<file path="src/rtl/if_id_skid_if.sv">
// Handshake bundle between the fetch stage, the IF/ID skid buffer and decode.
// master = the fetch/decode side driving the buffer, slave = the buffer itself.
interface if_id_skid_if #(
  parameter int unsigned INSTR_W = 32,
  parameter int unsigned PC_W    = 32
) ();
  logic               flush;
  logic               in_valid;
  logic               in_ready;
  logic [INSTR_W-1:0] instr_in;
  logic [PC_W-1:0]    pc_in;
  logic               out_valid;
  logic               out_ready;
  logic [INSTR_W-1:0] instr_out;
  logic [PC_W-1:0]    pc_out;
  logic [1:0]         occupancy;

  modport master (
    output flush, in_valid, instr_in, pc_in, out_ready,
    input  in_ready, out_valid, instr_out, pc_out, occupancy
  );

  modport slave (
    input  flush, in_valid, instr_in, pc_in, out_ready,
    output in_ready, out_valid, instr_out, pc_out, occupancy
  );
endinterface

</file>
<file path="src/rtl/if_id_skid.sv">
// Two-entry IF/ID skid buffer: head register feeds decode, skid register absorbs
// the entry accepted while decode stalls, so in_ready depends on state alone.
module if_id_skid #(
  parameter int unsigned        INSTR_W = 32,
  parameter int unsigned        PC_W    = 32,
  parameter logic [INSTR_W-1:0] BUBBLE  = INSTR_W'(32'h00000013)
) (
  input logic          clk,
  input logic          reset,
  if_id_skid_if.slave  bus
);

  // Encoding equals the occupancy count, so outputs decode straight from state_q.
  localparam logic [1:0] EMPTY = 2'b00;
  localparam logic [1:0] ONE   = 2'b01;
  localparam logic [1:0] FULL  = 2'b10;

  logic [1:0]         state_q, state_d;
  logic [INSTR_W-1:0] head_instr_q, head_instr_d;
  logic [PC_W-1:0]    head_pc_q, head_pc_d;
  logic [INSTR_W-1:0] skid_instr_q, skid_instr_d;
  logic [PC_W-1:0]    skid_pc_q, skid_pc_d;
  logic               in_fire;
  logic               out_fire;

  assign bus.in_ready  = (state_q != FULL);
  assign bus.out_valid = (state_q != EMPTY);
  assign bus.occupancy = state_q;
  assign bus.instr_out = head_instr_q;
  assign bus.pc_out    = head_pc_q;

  // State register
  always_ff @(posedge clk or posedge reset) begin
    if (reset) begin
      state_q      <= EMPTY;
      head_instr_q <= BUBBLE;
      head_pc_q    <= '0;
      skid_instr_q <= '0;
      skid_pc_q    <= '0;
    end else begin
      state_q      <= state_d;
      head_instr_q <= head_instr_d;
      head_pc_q    <= head_pc_d;
      skid_instr_q <= skid_instr_d;
      skid_pc_q    <= skid_pc_d;
    end
  end

  // Next-state and datapath; flush overrides every handshake event
  always_comb begin
    state_d      = state_q;
    head_instr_d = head_instr_q;
    head_pc_d    = head_pc_q;
    skid_instr_d = skid_instr_q;
    skid_pc_d    = skid_pc_q;
    in_fire      = bus.in_valid & (state_q != FULL);
    out_fire     = (state_q != EMPTY) & bus.out_ready;

    if (bus.flush) begin
      state_d      = EMPTY;
      head_instr_d = BUBBLE;
      head_pc_d    = '0;
      skid_instr_d = '0;
      skid_pc_d    = '0;
    end else begin
      case (state_q)
        EMPTY: begin
          if (in_fire) begin
            state_d      = ONE;
            head_instr_d = bus.instr_in;
            head_pc_d    = bus.pc_in;
          end
        end
        ONE: begin
          if (in_fire && out_fire) begin
            head_instr_d = bus.instr_in;
            head_pc_d    = bus.pc_in;
          end else if (in_fire) begin
            state_d      = FULL;
            skid_instr_d = bus.instr_in;
            skid_pc_d    = bus.pc_in;
          end else if (out_fire) begin
            state_d      = EMPTY;
            head_instr_d = BUBBLE;
            head_pc_d    = '0;
          end
        end
        FULL: begin
          if (out_fire) begin
            state_d      = ONE;
            head_instr_d = skid_instr_q;
            head_pc_d    = skid_pc_q;
            skid_instr_d = '0;
            skid_pc_d    = '0;
          end
        end
        default: begin
          state_d      = EMPTY;
          head_instr_d = BUBBLE;
          head_pc_d    = '0;
          skid_instr_d = '0;
          skid_pc_d    = '0;
        end
      endcase
    end
  end

endmodule

</file>
<file path="src/flat_wrapper.sv">
// flat-port wrapper written by rule: the top's interface ports become plain ports
module if_id_skid_flat 
#(
  parameter int unsigned        INSTR_W = 32,
  parameter int unsigned        PC_W    = 32,
  parameter logic [INSTR_W-1:0] BUBBLE  = INSTR_W'(32'h00000013)
)
  (clk, reset, bus_flush, bus_in_valid, bus_instr_in, bus_pc_in, bus_out_ready, bus_in_ready, bus_out_valid, bus_instr_out, bus_pc_out, bus_occupancy);
  if_id_skid_if #(.INSTR_W(INSTR_W), .PC_W(PC_W)) bus_i ();
  input logic clk;
  input logic reset;
  input wire logic [$bits(bus_i.flush)-1:0] bus_flush;
  input wire logic [$bits(bus_i.in_valid)-1:0] bus_in_valid;
  input wire logic [$bits(bus_i.instr_in)-1:0] bus_instr_in;
  input wire logic [$bits(bus_i.pc_in)-1:0] bus_pc_in;
  input wire logic [$bits(bus_i.out_ready)-1:0] bus_out_ready;
  output wire logic [$bits(bus_i.in_ready)-1:0] bus_in_ready;
  output wire logic [$bits(bus_i.out_valid)-1:0] bus_out_valid;
  output wire logic [$bits(bus_i.instr_out)-1:0] bus_instr_out;
  output wire logic [$bits(bus_i.pc_out)-1:0] bus_pc_out;
  output wire logic [$bits(bus_i.occupancy)-1:0] bus_occupancy;
  assign bus_i.flush = bus_flush;
  assign bus_i.in_valid = bus_in_valid;
  assign bus_i.instr_in = bus_instr_in;
  assign bus_i.pc_in = bus_pc_in;
  assign bus_i.out_ready = bus_out_ready;
  assign bus_in_ready = bus_i.in_ready;
  assign bus_out_valid = bus_i.out_valid;
  assign bus_instr_out = bus_i.instr_out;
  assign bus_pc_out = bus_i.pc_out;
  assign bus_occupancy = bus_i.occupancy;
  if_id_skid #(.INSTR_W(INSTR_W), .PC_W(PC_W), .BUBBLE(BUBBLE)) u_core (.clk(clk), .reset(reset), .bus(bus_i));
endmodule
</file>
<file path="config.mk">
export PLATFORM = sky130hd
export DESIGN_NAME = if_id_skid_flat
export DESIGN_NICKNAME = d
export VERILOG_FILES = /design/src/rtl/if_id_skid_if.sv /design/src/rtl/if_id_skid.sv /design/src/flat_wrapper.sv
export SDC_FILE = /design/constraint.sdc
export NUM_CORES = 1
export LEC_CHECK = 0
export ABC_AREA = 1
export CELL_PAD_IN_SITES_DETAIL_PLACEMENT = 1
export CELL_PAD_IN_SITES_GLOBAL_PLACEMENT = 2
export CORE_MARGIN = 2
export CORE_UTILIZATION = 31
export DETAILED_ROUTE_END_ITERATION = 10
export GPL_TIMING_DRIVEN = 1
export PLACE_DENSITY_LB_ADDON = 0.15
export SETUP_SLACK_MARGIN = 0.3
export SYNTH_ARGS = -nofsm -noshare
export SYNTH_HDL_FRONTEND = slang
export SYNTH_SLANG_ARGS = --single-unit
</file>
<file path="constraint.sdc">
create_clock -name clk -period 7.9 [get_ports clk]
set_input_delay 2.37 -clock clk [delete_from_list [all_inputs] [get_ports clk]]
set_output_delay 2.37 -clock clk [all_outputs]
set_load 0.05 [all_outputs]
</file>
==> impl_results.md, run 1 <==
* Hold Fails Final Rpt at 0
* Total congestion overflow after global routing at 0
* Final-layout setup total negative slack at 0 ns
* Sinks on Clock Net at 130
* Number of cells on the worst hold path at 2
* Count of inserted antenna diode cells at 0
* PostCTS Resize Cnt at 0
* Headroom to the max-slew limit at 24.63%
* Level count of the clock H-tree at 4
* Effective utilization at floorplan at 31.27%
* Floorplan Core Area at 20040 um^2
* Peak clock frequency supported by timing at 205.8 MHz
* Run status: completed
* Flops & latches, synth at 130
* Crit-path most repeated cell: nand2_1
* Die Ht at 146.2 um
* Leading post-synthesis cells by cell area: dfrtp_1 51%, nand2_1 28%, nand3_1 5.4%
* Design Power at 2.582 mW
* Combinational family with the most area after synthesis: simple AND/OR/NAND/NOR gates
* CTS Buf Count at 17
* Reg-to-reg critical path endpoint: u_core.bus.instr_out[7]$_DFFE_PP0P_
* Root buffer cell: clkbuf_16
* Share of Yosys cell area claimed by the top area cell type at 50.72%
* Via count of the routed design at 5667
* CP delay by family, top: simple AND/OR/NAND/NOR gates
* Die Footprint at 21370 um^2
* First-pass GRT wire length at 32390 um
* Routed WL per cell at 16.15 um
* FF-to-FF Start: u_core.bus.occupancy[0]$_DFFE_PP0P_
* Simple-Gate Fraction of Synth Area at 35.32%
* Crit path largest cell delay at 1.03 ns
* Warning count from the yosys run at 0
* Net Count, Synth at 877
* Max-slew violation count at 0
* Placed wire-length estimate after detailed placement at 11500 um
* GRT Util Overall at 19.10%
* Worst Path Arrival at 5.21 ns
* Critical setup path kind: input port to flop
* DRT Pass-1 Iters at 8
* Post-synthesis xor/xnor area fraction at 0%
* WP buf/inv at 1
* Count of placed standard cells in the final layout, fillers left out at 1198
* Worst IR drop on VDD at 0.0001506 V
* Leakage component of the power at 4.050 nW
* Netlist Area Pre-Place at 6266 um^2
* Detailed Route WL at 19350 um
* Leading area contributor after synthesis: dfrtp_1
* TritonCTS clock tree: built
* Maximum buffer depth of the clock tree at 2
* Die Wd at 146.2 um
* Total power divided by cell area at 310.5 nW/um^2
* Internal portion of total power at 1.635 mW
* Clock slew at reported path FFs at 0.06 ns
* Fraction of the yosys area taken by sequential cells at 51.98%
* Port-buffer cells at 136
* Least-Margin Pin Slew at 1.131 ns
* Drt first-iter violations at 229
* Post-layout instance area at 8315 um^2
* Utilization of the core after routing at 41.50%
* Net switching power of the design at 0.9467 mW
* Nature of the critical path startpoint: input port
* Worst hold path type: flop to flop
* Reg2Reg Setup Slack at 4.56 ns
* Library cells used by synthesis at 25
* Finish-stage setup viols at 0
* Share of synthesized area spent on multiplexers at 0%
* Post-Route Hold Slack at 0.4710 ns
* Peak fanout along the critical path at 66
* Placement Setup Slack at 2.483 ns
* Part of the total power dissipated in the clock network at 35.0%
* Maximum number of pins on one net before global-route repair at 91
* CP Data Required Time at 8.25 ns
* Proportion of layout cells with a drive suffix above 1 at 6.573%
* Number of cells traversed by the worst register-to-register path at 8
* Standard-cell row count at 52
* Final routed DRC violation total at 0
* Slowest library cell on the worst path: nor2_8
* Post CTS Setup Buffer Count at 0
* Clock network latency to the later pin of the worst-skew pair at 0.42 ns
* Total of max-cap violations at 0
* Via density per instance at 4.730
* Via count of the first global-routing pass at 6289
* Combinational Power Share at 32.0%
* Max Clock Skew at 0.006465 ns
* Endpoint class of the critical path: flop
* Average cell area after synthesis at 7.755 um^2
* Part of the cycle the worst path needs at 61.52%
* Hold path start: u_core.bus.instr_out[4]$_DFFE_PP1P_
* Switching share of total power at 36.67%
* Proportion of power drawn by flip-flops and latches at 33.0%
* Placer congestion estimate at 0.7745
* Final setup margin at 3.040 ns
* Crit-path cells: clkdlybuf4s50_1 -> nor2_1 -> nand2_1 -> nand3_4 -> nor2_8 -> nand2_1 -> nand2_1
* Initial antenna violation count at 0
* Area growth, synth to finish at 32.71%
* Number of nets with antenna violations after detailed routing at 0
* Adder-cell area share of the yosys netlist at 0%
* Worst hold endpoint: u_core.bus.instr_out[4]$_DFFE_PP1P_
* Placed standard-cell area at 7647 um^2
* Post-layout net count at 984
* Shortest period the worst path allows at 4.860 ns
* Hold_buf cts at 0
* Cell count after placement at 1166
* Number of I/O pins at 137
* Number of instances in the synthesized netlist at 808
* Setup repair after global routing missed its margin: false
* Share of the synthesized area in compound gates (AO/OA/AOI/OAI) at 5.831%
[routing by layer]
metal / track usage, % / up-vias / wire length (um)
met4: 4.854 / 0 / 223
met1: 23.74 / 2800 / 8698
met3: 4.375 / 17 / 784
li1: - / 2744 / -
met2: 33.63 / 106 / 9643
met5: 0 / - / 0
[sequential cells by signal, summed over array words and instances, names as in the netlist]
register,cells
u_core.bus.occupancy,2
u_core.skid_pc_q,32
u_core.bus.pc_out,32
u_core.skid_instr_q,32
u_core.bus.instr_out,32
[placed cells by master (no fill, tap or decap), drive strengths merged]
cell type,count
buf,5
bufinv,6
clkbuf,22
clkdlybuf4s50,136
clkinv,4
dfrtp,127
dfstp,3
inv,14
nand2,465
nand3,69
nand4,3
nor2,9
o21ai,64
o31ai,1
[final cells by class]
type	count	area, um^2
Sequential cell	130	3257
Clock buffer	22	464.2
Timing Repair Buffer	141	1399
Tap cell	270	337.8
Multi-Input combinational cell	611	2589
Fill cell	2439	11720
Inverter	14	65.06
Clock inverter	10	203.9
[cell usage after synthesis, drive strengths merged]
master / instances
buf: 44
clkbuf: 9
dfrtp: 127
dfstp: 3
inv: 14
nand2: 465
nand3: 69
nand4: 3
nor2: 9
o21ai: 64
o31ai: 1
[how the worst max path moves through the flow]
stage	from	endpoint	slack (ns)	depth (start not counted)
after floorplan	reset	u_core.bus.instr_out[10]$_DFFE_PP0P_	2.07	1
after global placement	bus_flush	u_core.bus.pc_out[2]$_DFFE_PP0P_	2.57	7
after detailed placement	bus_flush	u_core.bus.pc_out[2]$_DFFE_PP0P_	2.48	7
after CTS	bus_flush	u_core.bus.pc_out[2]$_DFFE_PP0P_	2.93	7
after global routing	bus_flush	u_core.bus.pc_out[6]$_DFFE_PP0P_	2.71	7
final	bus_flush	u_core.bus.instr_out[7]$_DFFE_PP0P_	3.04	7
[tightest hold or removal path, stage by stage (launching register included)]
cell and delay [ns]:
dfstp_2 0.36, nand2_1 0.06, nand2_1 0.05
[power by group through the flow]
stage	Sequential [mW]	Combinational [mW]	Clock [mW]
after floorplan	1.11	0.319	0
after global placement	0.860	0.826	0
after detailed placement	0.862	0.839	0
after CTS	0.853	0.843	0.925
after global routing	0.865	0.898	0.956
final	0.851	0.826	0.904
[cells by family (layout without fill, tap and decap cells)]
family / after synthesis / count (layout)
simple gates: 546 / 546
flops: 130 / 130
buf+inv: 67 / 187
compound gates: 65 / 65
(Power assumes the default switching activity.)
==> run 2: changes to the inputs <==
CORE_UTILIZATION = 29   (was 31)
clock period = 4.75 ns   (was 7.9 ns; I/O delays follow)
==> run 2 against run 1 <==
Compared with the run above: first-iteration DRC count grew 12%; clock-buffer cell count shrank 2; critical endpoint is now bus_out_valid; critical path type is now flop to output port; sequential power increased by 67%; sequential cell count unchanged.
==> impl_results.md, run 2 (synthesis results as in run 1) <==
* Peak clock frequency supported by timing at 280.0 MHz
* Count of inserted antenna diode cells at 0
* Crit-path cells: nor2_1 -> inv_1 -> clkdlybuf4s50_1
* Shortest period the worst path allows at 3.571 ns
* Final setup margin at 1.179 ns
* Final routed DRC violation total at 0
* Crit path largest cell delay at 0.80 ns
* Nature of the critical path startpoint: flop
* Cell depth of the worst setup path at 3
* Hold_buf cts at 0
* Start point of the critical path: u_core.bus.occupancy[1]$_DFFE_PP0P_
* Die Ht at 151.0 um
* Commonest non-fill, non-tap cell in the layout: nand2_1
* Via count of the first global-routing pass at 6160
* Area growth, synth to finish at 32.01%
* Global routing's busiest layer: met2
* Reg2Reg Setup Slack at 1.90 ns
* Reg-to-reg critical path endpoint: u_core.skid_instr_q[30]$_DFFE_PP0P_
* CP delay by family, top: buffers and inverters
* Clock slew at reported path FFs at 0.06 ns
* Cell count after placement at 1176
* Global Route met1 Usage at 21.68%
* Peak fanout along the critical path at 11
* Floorplan Core Area at 21090 um^2
* Via count of the routed design at 5716
* Part of the cycle the worst path needs at 75.19%
* Detailed Route WL at 19890 um
* Highest-count cells in the layout ignoring fill and taps: 462 x nand2_1, 136 x clkdlybuf4s50_1, 127 x dfrtp_1
* Proportion of layout cells with a drive suffix above 1 at 7.189%
* Root buffer cell: clkbuf_16
* Endpoint class of the critical path: output port
* Number of I/O pins at 137
* Worst hold path type: flop to flop
* Max-slew violation count at 0
* Effective utilization at floorplan at 29.71%
* Count of placed standard cells in the final layout, fillers left out at 1207
* Routed WL per cell at 16.48 um
* Hold Fails Final Rpt at 0
* Placement Setup Slack at 1.110 ns
* Placed wire-length estimate after detailed placement at 12430 um
* CP Data Required Time at 3.32 ns
* Post-layout net count at 989
* Via density per instance at 4.736
* GRT met2 Usage at 32.50%
* First-pass GRT wire length at 31770 um
* Total congestion overflow after global routing at 0
* Leakage component of the power at 4.025 nW
* Grt met3 use at 4.398%
* Level count of the clock H-tree at 4
* Headroom to the max-slew limit at 13.48%
* Die Wd at 151.0 um
* Total of max-cap violations at 0
* Number of nets with antenna violations after detailed routing at 0
* Placer congestion estimate at 0.7497
* TritonCTS clock tree: built
* FF-to-FF Start: u_core.bus.occupancy[1]$_DFFE_PP0P_
* DRT Pass-1 Iters at 4
* Initial antenna violation count at 0
* Standard-cell row count at 53
* Run status: completed
* Worst Path Arrival at 2.15 ns
* Critical setup path kind: flop to output port
* Least-Margin Pin Slew at 1.298 ns
* GRT Util Overall at 18.17%
* PostCTS Resize Cnt at 0
* Maximum number of pins on one net before global-route repair at 72
* Total power divided by cell area at 495.7 nW/um^2
* CTS Buf Count at 17
* Maximum buffer depth of the clock tree at 2
* Slowest library cell on the worst path: clkdlybuf4s50_1
* Post CTS Setup Buffer Count at 0
* Port-buffer cells at 136
* Sinks on Clock Net at 130
* Final-layout setup total negative slack at 0 ns
* Clock network latency to the later pin of the worst-skew pair at 0.43 ns
* Max Clock Skew at 0.006168 ns
* Drt first-iter violations at 256
* WP buf/inv at 2
* End of the critical path: bus_out_valid
* Worst IR drop on VDD at 0.0002568 V
* Finish-stage setup viols at 0
* Utilization of the core after routing at 39.23%
* Setup repair after global routing missed its margin: false
* Die Footprint at 22800 um^2
* Number of cells traversed by the worst register-to-register path at 7
run 2: cell count changes in the layout (fill, tap and decap cells not counted), sizes merged:
| cell | before | now |
|---|---|---|
| buf | 5 | 10 |
| bufinv | 6 | 2 |
| clkinvlp | 0 | 4 |
| clkbuf | 22 | 20 |
| clkinv | 4 | 6 |
| inv | 14 | 13 |
run 2: routing by layer:
layer / up-vias / wire length [um]
li1: 2749 / -
met1: 2834 / 8740
met2: 110 / 10080
met3: 23 / 785
met4: 0 / 284
met5: - / 0
run 2: layout make-up:
type	instances	area, um^2
multi-input combinational	611	2589
tap	275	344.1
inverter	14	63.81
clock buffer	20	456.7
timing repair buffer	146	1449
clock inverter	11	112.6
sequential	130	3257
fill	2549	12820
run 2: where the power goes:
part	switching, mW	internal, mW	total [mW]
combinational	0.965	0.421	1.39
sequential	0.121	1.30	1.42
clock	0.508	0.790	1.30
run 2: metrics by stage:
stage                     hold WS [ns]  area, um^2  total power [mW]
after floorplan                 0.4553        6270             2.372
after global placement          0.4609        7702             2.815
after detailed placement        0.4647        7702             2.841
after CTS                       0.4811        8272             4.166
after global routing            0.4970        8272             4.325
final                           0.4777        8272             4.100
run 2: how the worst min path moves through the flow:
stage	from	endpoint	slack (ns)	depth (start not counted)
2_1_floorplan	u_core.skid_instr_q[17]$_DFFE_PP0P_	u_core.skid_instr_q[17]$_DFFE_PP0P_	0.46	2
3_3_place_gp	u_core.bus.instr_out[3]$_DFFE_PP0P_	u_core.bus.instr_out[3]$_DFFE_PP0P_	0.46	2
3_5_place_dp	u_core.bus.instr_out[9]$_DFFE_PP0P_	u_core.bus.instr_out[9]$_DFFE_PP0P_	0.46	2
4_1_cts	u_core.bus.instr_out[9]$_DFFE_PP0P_	u_core.bus.instr_out[9]$_DFFE_PP0P_	0.48	2
5_1_grt	u_core.bus.instr_out[9]$_DFFE_PP0P_	u_core.bus.instr_out[9]$_DFFE_PP0P_	0.50	2
6_report	u_core.bus.instr_out[5]$_DFFE_PP0P_	u_core.bus.instr_out[5]$_DFFE_PP0P_	0.48	2
run 2: tightest hold or removal path, stage by stage, from the launching register on:
cell and delay, ns:
dfrtp_1 0.34, nand2_1 0.06, nand2_1 0.05
==> run 3: changes to the inputs <==
CORE_UTILIZATION = 26   (was 29)
clock period = 3.15 ns   (was 4.75 ns; I/O delays follow)
==> run 3 against run 2 <==
Compared with the run above: via count fell by 1.6%; sequential cell count unchanged; worst hold slack worse by 0.010 ns; clock power grew 62%; core utilization decreased by 3.1 points; combinational power grew 54%; clock skew is 0.00054 ns higher; setup slack lost 0.72 ns; register-to-register slack got worse by 0.79 ns; critical path depth unchanged; sequential power up 50%; die area grew 11%; critical path type unchanged; critical endpoint unchanged; largest cell class unchanged; highest routed layer unchanged.
==> impl_results.md, run 3 (synthesis results as in run 1) <==
* Number of I/O pins at 137
* Placer congestion estimate at 0.7029
* Clock network latency to the later pin of the worst-skew pair at 0.42 ns
* Run status: completed
* Design Power at 6.377 mW
* GRT Util Overall at 16.13%
* Worst hold path type: flop to flop
* Least-Margin Pin Slew at 0.7287 ns
* Final-layout setup total negative slack at 0 ns
* Area of the multi-input gates at 2589 um^2
* Die Wd at 159.2 um
* Total power divided by cell area at 749.0 nW/um^2
* Worst Path Arrival at 1.75 ns
* Max-slew violation count at 0
* Crit-path cells: nor2_1 -> inv_1 -> dlygate4sd2_1
* Slowest library cell on the worst path: dfrtp_1
* Total congestion overflow after global routing at 0
* Highest-count cells in the layout ignoring fill and taps: 462 x nand2_1, 132 x clkdlybuf4s50_1, 127 x dfrtp_1
* Clock slew at reported path FFs at 0.06 ns
* Total of max-cap violations at 0
* CP delay by family, top: flip-flops
* Leakage component of the power at 4.121 nW
* Die Ht at 159.2 um
* Headroom to the max-slew limit at 51.35%
* Peak fanout along the critical path at 9
* CP Data Required Time at 2.20 ns
* Maximum number of pins on one net before global-route repair at 97
* Floorplan Core Area at 23540 um^2
* Detailed Route WL at 19560 um
* Area growth, synth to finish at 35.88%
* Root buffer cell: clkbuf_16
* Initial antenna violation count at 2
* First-pass GRT wire length at 32820 um
* Port-buffer cells at 136
* Finish-stage setup viols at 0
* Endpoint class of the critical path: output port
* Die Footprint at 25360 um^2
* Nature of the critical path startpoint: flop
* Hold Fails Final Rpt at 0
* Via density per instance at 4.473
* Drt first-iter violations at 178
* DRT Pass-1 Iters at 4
* CTS Buf Count at 17
* Post CTS Setup Buffer Count at 0
* Shortest period the worst path allows at 2.692 ns
* Worst IR drop on VDD at 0.0003011 V
* Critical setup path kind: flop to output port
* Via count of the routed design at 5627
* Maximum buffer depth of the clock tree at 2
* Final routed DRC violation total at 0
* Proportion of layout cells with a drive suffix above 1 at 7.783%
* Setup repair after global routing missed its margin: false
* Max Clock Skew at 0.006709 ns
* Commonest non-fill, non-tap cell in the layout: nand2_1
* Part of the cycle the worst path needs at 85.45%
* Placed wire-length estimate after detailed placement at 11890 um
* Crit path largest cell delay at 0.61 ns
* Filler instances at 2847
* Standard-cell row count at 56
* Level count of the clock H-tree at 4
* Post-layout net count at 994
* Sinks on Clock Net at 130
* Via count of the first global-routing pass at 6131
* TritonCTS clock tree: built
* Number of nets with antenna violations after detailed routing at 0
* Peak clock frequency supported by timing at 371.5 MHz
* Routed WL per cell at 15.55 um
* Sequential Area at 3257 um^2
* Effective utilization at floorplan at 26.62%
* WP buf/inv at 2
==> run 3: cell count changes in the layout (fill, tap and decap cells not counted), sizes merged <==
cell,before,now
diode,0,1
buf,10,15
clkbuf,20,18
dlymetal6s2s,0,1
bufinv,2,4
clkdlybuf4s50,136,132
clkinv,6,7
dlygate4sd2,0,3
==> run 3: routing by layer <==
layer	track usage [%]	routed length [um]	vias to the layer above
met2	28.14	9461	97
li1	-	-	2765
met3	3.412	683	24
met5	0	0	-
met1	19.74	9010	2741
met4	5.661	402	0
==> run 3: metrics by stage <==
| step | setup slack (ns) | instance area, um^2 | util (%) | hold slack, ns | instances |
|---|---|---|---|---|---|
| floorplan | 0.5982 | 6270 | - | 0.4553 | 808 |
| global placement | 0.4552 | 7895 | 33.54 | 0.4606 | 1225 |
| detailed placement | 0.4000 | 7895 | 33.54 | 0.4633 | 1225 |
| CTS | 0.3302 | 8509 | 36.14 | 0.4727 | 1257 |
| global route | 0.3731 | 8514 | 36.17 | 0.4862 | 1258 |
| finish | 0.4582 | 8514 | 36.17 | 0.4675 | 1258 |
==> run 3: path summary, 6_finish.rpt <==
kind                       depth (start not counted)  slack [ns]                           startpoint                             endpoint
max in group asynchronous                          3        1.67                                reset  u_core.bus.occupancy[0]$_DFFE_PP0P_
min                                                2        0.47  u_core.bus.instr_out[1]$_DFFE_PP1P_  u_core.bus.instr_out[1]$_DFFE_PP1P_
max reg2reg                                        8        1.11  u_core.bus.occupancy[0]$_DFFE_PP0P_     u_core.skid_pc_q[26]$_DFFE_PP0P_
min in group asynchronous                          3        1.03                                reset     u_core.skid_pc_q[17]$_DFFE_PP0P_
max                                                3        0.46  u_core.bus.occupancy[0]$_DFFE_PP0P_                        bus_out_valid
min reg2reg                                        2        0.47  u_core.bus.instr_out[1]$_DFFE_PP1P_  u_core.bus.instr_out[1]$_DFFE_PP1P_
==> run 3: what timing repair did <==
item,4_1_cts,5_1_grt
hold buffers,0,0
resized for setup,3,1
setup endpoints to repair,3,1
==> run 3: area by class of cell <==
cell class	count	share of cell area [%]
well taps	319	4.688
repair buffers	151	18.62
clock buffers	18	5.040
multi-input cells	611	30.40
clock inverters	14	2.219
inverters	14	0.7494
diodes	1	0.02939
flip-flops and latches	130	38.25
==> run 3: worst register-to-register path: stages (launching register included) <==
cell and delay, ns:
dfrtp_1 0.53, inv_6 0.17, nand2_8 0.06, inv_4 0.32, nand2_4 0.13, nand3_4 0.30
buf_4 0.29, nand2_1 0.07, o21ai_1 0.08
==> run 3: report_power, final <==
| group | leakage (nW) | switching [mW] | internal (mW) |
|---|---|---|---|
| clock | 0.296 | 0.785 | 1.32 |
| sequential | 1.73 | 0.175 | 1.95 |
| combinational | 2.09 | 1.46 | 0.681 |
